==> config.mk <==
export PLATFORM = sky130hd
export DESIGN_NAME = up_down_mod_counter
export DESIGN_NICKNAME = d
export VERILOG_FILES = /design/src/rtl/counter_pkg.sv /design/src/rtl/counter_prescaler.sv /design/src/rtl/up_down_mod_counter.sv
export SDC_FILE = /design/constraint.sdc
export NUM_CORES = 1
export LEC_CHECK = 0
export ABC_AREA = 1
export BUFFER_PORTS_ARGS = -buffer_cell sky130_fd_sc_hd__buf_2
export CORE_AREA = 2 2 39 41
export CTS_BUF_LIST = sky130_fd_sc_hd__clkbuf_2
export CTS_CLUSTER_DIAMETER = 100
export CTS_CLUSTER_SIZE = 30
export DETAILED_ROUTE_END_ITERATION = 16
export DIE_AREA = 0 0 41 43
export MAX_ROUTING_LAYER = met4
export PLACE_DENSITY = 0.56
export SYNTH_ARGS = -nofsm -noshare
export SYNTH_HDL_FRONTEND = slang
export SYNTH_SLANG_ARGS = --single-unit
==> constraint.sdc <==
create_clock -name clk -period 3.6 [get_ports clk]
set_input_delay 0.36 -clock clk [delete_from_list [all_inputs] [get_ports clk]]
set_output_delay 0.36 -clock clk [all_outputs]
set_load 0.05 [all_outputs]
==> src/rtl/counter_pkg.sv <==
// Shared constants and helpers for the modulo up/down counter and its prescaler.
package counter_pkg;

    localparam logic DIR_UP   = 1'b1;
    localparam logic DIR_DOWN = 1'b0;

    // Ceiling log2; returns 0 for value <= 1.
    function automatic int unsigned clog2(input int unsigned value);
        int unsigned result;
        longint unsigned span;
        result = 0;
        span   = 1;
        while (span < longint'(value)) begin
            span   = span << 1;
            result = result + 1;
        end
        return result;
    endfunction

    function automatic int unsigned clamp_to_mod(input int unsigned value,
                                                 input int unsigned modulus);
        return (value < modulus) ? value : modulus - 1;
    endfunction

endpackage

==> src/rtl/counter_prescaler.sv <==
// Clock-enable prescaler: emits one step per PRESCALE enabled cycles.
module counter_prescaler
    import counter_pkg::*;
#(
    parameter int unsigned PRESCALE = 1
) (
    input  logic clk,
    input  logic reset,
    input  logic en,
    input  logic clear,
    output logic step
);

    if (PRESCALE <= 1) begin : gen_bypass
        logic unused_inputs;
        assign unused_inputs = ^{clk, reset, clear};
        assign step          = en;
    end else begin : gen_divide
        localparam int unsigned PW = clog2(PRESCALE);
        localparam logic [PW-1:0] LAST = PW'(PRESCALE - 1);

        logic [PW-1:0] phase_q;
        logic [PW-1:0] phase_d;

        assign step = en && (phase_q == LAST);

        always_comb begin
            phase_d = phase_q;
            if (clear) begin
                phase_d = '0;
            end else if (en) begin
                phase_d = step ? '0 : phase_q + PW'(1);
            end
        end

        always_ff @(posedge clk) begin
            if (reset) begin
                phase_q <= '0;
            end else begin
                phase_q <= phase_d;
            end
        end
    end

endmodule

==> src/rtl/up_down_mod_counter.sv <==
// Modulo-N up/down counter with load, wrap/saturate mode, prescaler and status outputs.
module up_down_mod_counter
    import counter_pkg::*;
#(
    parameter int unsigned WIDTH     = 4,
    parameter int unsigned MODULUS   = 16,
    parameter int unsigned SATURATE  = 0,
    parameter int unsigned RESET_VAL = 0,
    parameter int unsigned PRESCALE  = 1
) (
    input  logic             clk,
    input  logic             reset,
    input  logic             en,
    input  logic             up_dn,
    input  logic             load,
    input  logic [WIDTH-1:0] load_val,
    output logic [WIDTH-1:0] count,
    output logic             tc,
    output logic             wrap
);

    if (MODULUS < 2 || longint'(MODULUS) > (64'd1 << WIDTH)) begin : gen_bad_modulus
        $error("up_down_mod_counter: MODULUS must be in 2..2**WIDTH");
    end
    if (RESET_VAL >= MODULUS) begin : gen_bad_reset_val
        $error("up_down_mod_counter: RESET_VAL must be below MODULUS");
    end
    if (PRESCALE < 1) begin : gen_bad_prescale
        $error("up_down_mod_counter: PRESCALE must be at least 1");
    end

    // One extra bit so MODULUS == 2**WIDTH still yields a representable maximum.
    localparam logic [WIDTH:0]   MOD_MAX = (WIDTH + 1)'(MODULUS - 1);
    localparam logic [WIDTH-1:0] TOP_VAL = WIDTH'(MODULUS - 1);

    logic [WIDTH-1:0] count_q;
    logic [WIDTH-1:0] count_d;
    logic             wrap_q;
    logic             wrap_d;
    logic             step;
    logic             at_max;
    logic             at_zero;

    counter_prescaler #(
        .PRESCALE (PRESCALE)
    ) u_prescaler (
        .clk   (clk),
        .reset (reset),
        .en    (en),
        .clear (load),
        .step  (step)
    );

    assign at_max  = ({1'b0, count_q} == MOD_MAX);
    assign at_zero = (count_q == '0);

    always_comb begin
        count_d = count_q;
        wrap_d  = 1'b0;
        if (load) begin
            count_d = WIDTH'(clamp_to_mod(32'(load_val), MODULUS));
        end else if (step) begin
            case (up_dn)
                DIR_UP: begin
                    if (!at_max) begin
                        count_d = count_q + WIDTH'(1);
                    end else if (SATURATE == 0) begin
                        count_d = '0;
                        wrap_d  = 1'b1;
                    end
                end
                DIR_DOWN: begin
                    if (!at_zero) begin
                        count_d = count_q - WIDTH'(1);
                    end else if (SATURATE == 0) begin
                        count_d = TOP_VAL;
                        wrap_d  = 1'b1;
                    end
                end
                default: ;
            endcase
        end
    end

    always_ff @(posedge clk) begin
        if (reset) begin
            count_q <= WIDTH'(RESET_VAL);
            wrap_q  <= 1'b0;
        end else begin
            count_q <= count_d;
            wrap_q  <= wrap_d;
        end
    end

    assign count = count_q;
    assign wrap  = wrap_q;
    assign tc    = (up_dn == DIR_UP) ? at_max : at_zero;

endmodule
==> flow_summary.yaml <==
clock_tree:
  clk_path_buf_depth: 2
  ctsHtreeMaxLevel: 1
  hold_buffers: 0
  clk_pin_slew_ns: 0.05
  cts_tree: "done"
  cts_setup_buffers: 0
  cts.sinks: 5
  cts-root-buf: "clkbuf_2"
  cts_resized: 0
  insertion_delay_ns: 0.21
  cts_buffers: 3
global_route:
  grt_pass1_vias: 370
  grt_pass1_wl_um: 1410
  grt_overflow: 0
  grt_start_max_net_pins: 8
  grtUsageTotal: 0.124
  antenna_found_initial: 0
synth:
  async_flop_share: 0
  synth_nets: 70
  synthTopCellsByCount: "nand2_1 (17), nand3_1 (6), dfxtp_1 (5), inv_1 (5), nor2_1 (5)"
  synth_warnings: 0
  avgSynthCellArea_um2: 6.23
  synth_top_area_cell: "dfxtp_1"
  synth_area_leaders: "dfxtp_1 (27%), nand2_1 (17%), nand3_1 (8.2%)"
  synth_cells: 59
  synth_area_um2: 368
  synth.top_cell.area_share: 0.272
  synth_edf_count: 0
  yosysSeqAreaShare: 0.272
  ys.flop_type: "dfxtp_1"
  synthDistinctLibCells: 16
  synth_most_common_cell: "nand2_1"
  ys_ff_latch: 5
cells_and_area:
  syn2layout_area_growth_pct: 29.9
  drive_gt1_frac: 0.325
  diodes: 0
  nets: 89
timing:
  rsz0062_at_grt: "false"
  hold_violations: 0
  slew_violations: 0
  setup_ws_ns: 1.73
  worst_pin_slew_ns: 0.248
  period_minus_slack_ns: 1.87
  fin_skew_ns: 0.00204
  hold_ws_ns: 0.386
  fin_tns_setup_ns: 0
  setup_viol: 0
  finalCritPeriodShare: 0.520
  fmax_mhz: 534
  slew_headroom: 0.836
routing:
  wire_per_inst_um: 9.25
  vias_per_cell: 4.48
  wl_um: 860
  drc: 0
  drt_pass1_iterations: 2
  drt_iter0_drc: 2
  drtAntennaViolNets: 0
  vias: 417
setup_path:
  worst-setup-path-type: "reg -> out"
  crit_required_ns: 3.24
  regToRegEndpoint: "count[3]"
  cp_slowest_stage_delay_ns: 0.41
  arrival_ns: 1.51
  r2r_cells: 8
  critPathMaxFanout: 6
  crit_chain: "inv_1, ha_1, nand2_2, nor2_1, a21oi_1, inv_1, buf_2"
  start_kind: "flip-flop"
  cpMostUsedCell: "inv_1"
  cpMaxStageDelayCell: "dfxtp_1"
  r2r_slack_ns: 2.30
  r2r-start: "count[0]"
  end_kind: "output pin"
floorplanning:
  die_height_um: 43
  dieArea_um2: 1760
  core_area_um2: 1380
  rows: 14
  num_io_pins: 15
  initial_core_util: 0.266
  dieWidth_um: 41
pwr:
  switching_share: 0.377
  p_sw_uw: 65.6
  peakVddDrop_uv: 154
  comb_power_share: 0.341
  seq_power_share: 0.371
  p_leak_uw: 0.000255
  p_clk_frac: 0.287
  internal-power_uw: 108
  power_density_nw_per_um2: 364
placed_design:
  pre_cts_ws_ns: 1.96
  gp_congestion: 0.736
  dp_hpwl_um: 709
  numPortBuffers: 14
run:
  maxCapViolCount: 0
status:
  status: "finished, final reports clean"
min_path:
  min_to: "count[1]"
  hold_depth: 2
  worst_hold_startpoint: "reset"
  min_path_type: "in -> reg"
how the worst max path moves through the flow:
stage / endpoint / cells after the start / slack [ns] / startpoint
after floorplan: tc / 6 / 1.65 / count[0]
after global placement: tc / 7 / 2.01 / count[0]
after detailed placement: tc / 7 / 1.96 / count[0]
after CTS: tc / 7 / 1.70 / count[0]
after global routing: tc / 7 / 1.59 / count[0]
final: tc / 7 / 1.73 / count[0]
metal layers:
metal / share of wire / global-route usage
met5: 0 / -
met4: 0.010 / 0.120
met3: 0.056 / 0.0157
met2: 0.45 / 0.147
met1: 0.48 / 0.170
critical path: cells and delay by family (launching register included):
family | cells | cell delay [ns]
flip-flops | 1 | 0.41
buffers and inverters | 3 | 0.35
adder cells (fa/ha/maj) | 1 | 0.24
AO/OA/AOI/OAI | 1 | 0.17
AND/OR/NAND/NOR | 2 | 0.11
stage by stage:
stage / util / total power [uW] / std cells / cell area (um^2)
floorplan: - / 108 / 59 / 368
global placement: 0.331 / 125 / 89 / 458
detailed placement: 0.331 / 125 / 89 / 458
CTS: 0.345 / 177 / 93 / 478
global route: 0.345 / 189 / 93 / 478
finish: 0.345 / 174 / 93 / 478
cells by family (layout without fill, tap and decap cells):
kind of cell               count (synthesis)  count (layout)  share of synthesized area
xor gates and xnor gates                   1               1                     0.0238
AOI/OAI and AO/OA                          8               8                      0.133
adders and majority gates                  2               2                     0.0680
DFF                                        5               5                      0.272
buffers and inverters                      8              26                     0.0816
and+or+nand+nor                           35              35                      0.422
layout by cell type (no fill, tap or decap):
master and instances:
buf_2 14, xnor2_1 1, clkbuf_2 4, a31oi_1 1, a21oi_1 4, nand2_2 1, inv_1 5, or2_0 1
nor2_1 5, nand2_1 17, inv_2 3, a22oi_1 3, nor2_2 3, ha_1 2, dfxtp_1 5, nand3_1 6
nor3_1 1, nand4_1 1
registers in the layout, indices dropped and copies added, names as in the netlist:
signal / flops
wrap: 1
count: 4
power by group through the flow:
| stage | combinational [uW] | sequential, uW | clock, uW |
|---|---|---|---|
| final | 59.4 | 64.6 | 49.9 |
| after CTS | 59.8 | 64.7 | 52.7 |
| after floorplan | 30.9 | 77.5 | 0 |
| after global placement | 59.7 | 65.8 | 0 |
| after global routing | 65.0 | 65.3 | 58.7 |
| after detailed placement | 59.5 | 65.8 | 0 |
layout make-up:
| type | instances | area [um^2] |
|---|---|---|
| Clock buffer | 4 | 20.0 |
| Fill cell | 168 | 906 |
| Inverter | 8 | 30.0 |
| Multi-Input combinational cell | 46 | 238 |
| Sequential cell | 5 | 100 |
| Tap cell | 16 | 20.0 |
| Timing Repair Buffer | 14 | 70.1 |
(Power assumes the default switching activity.)
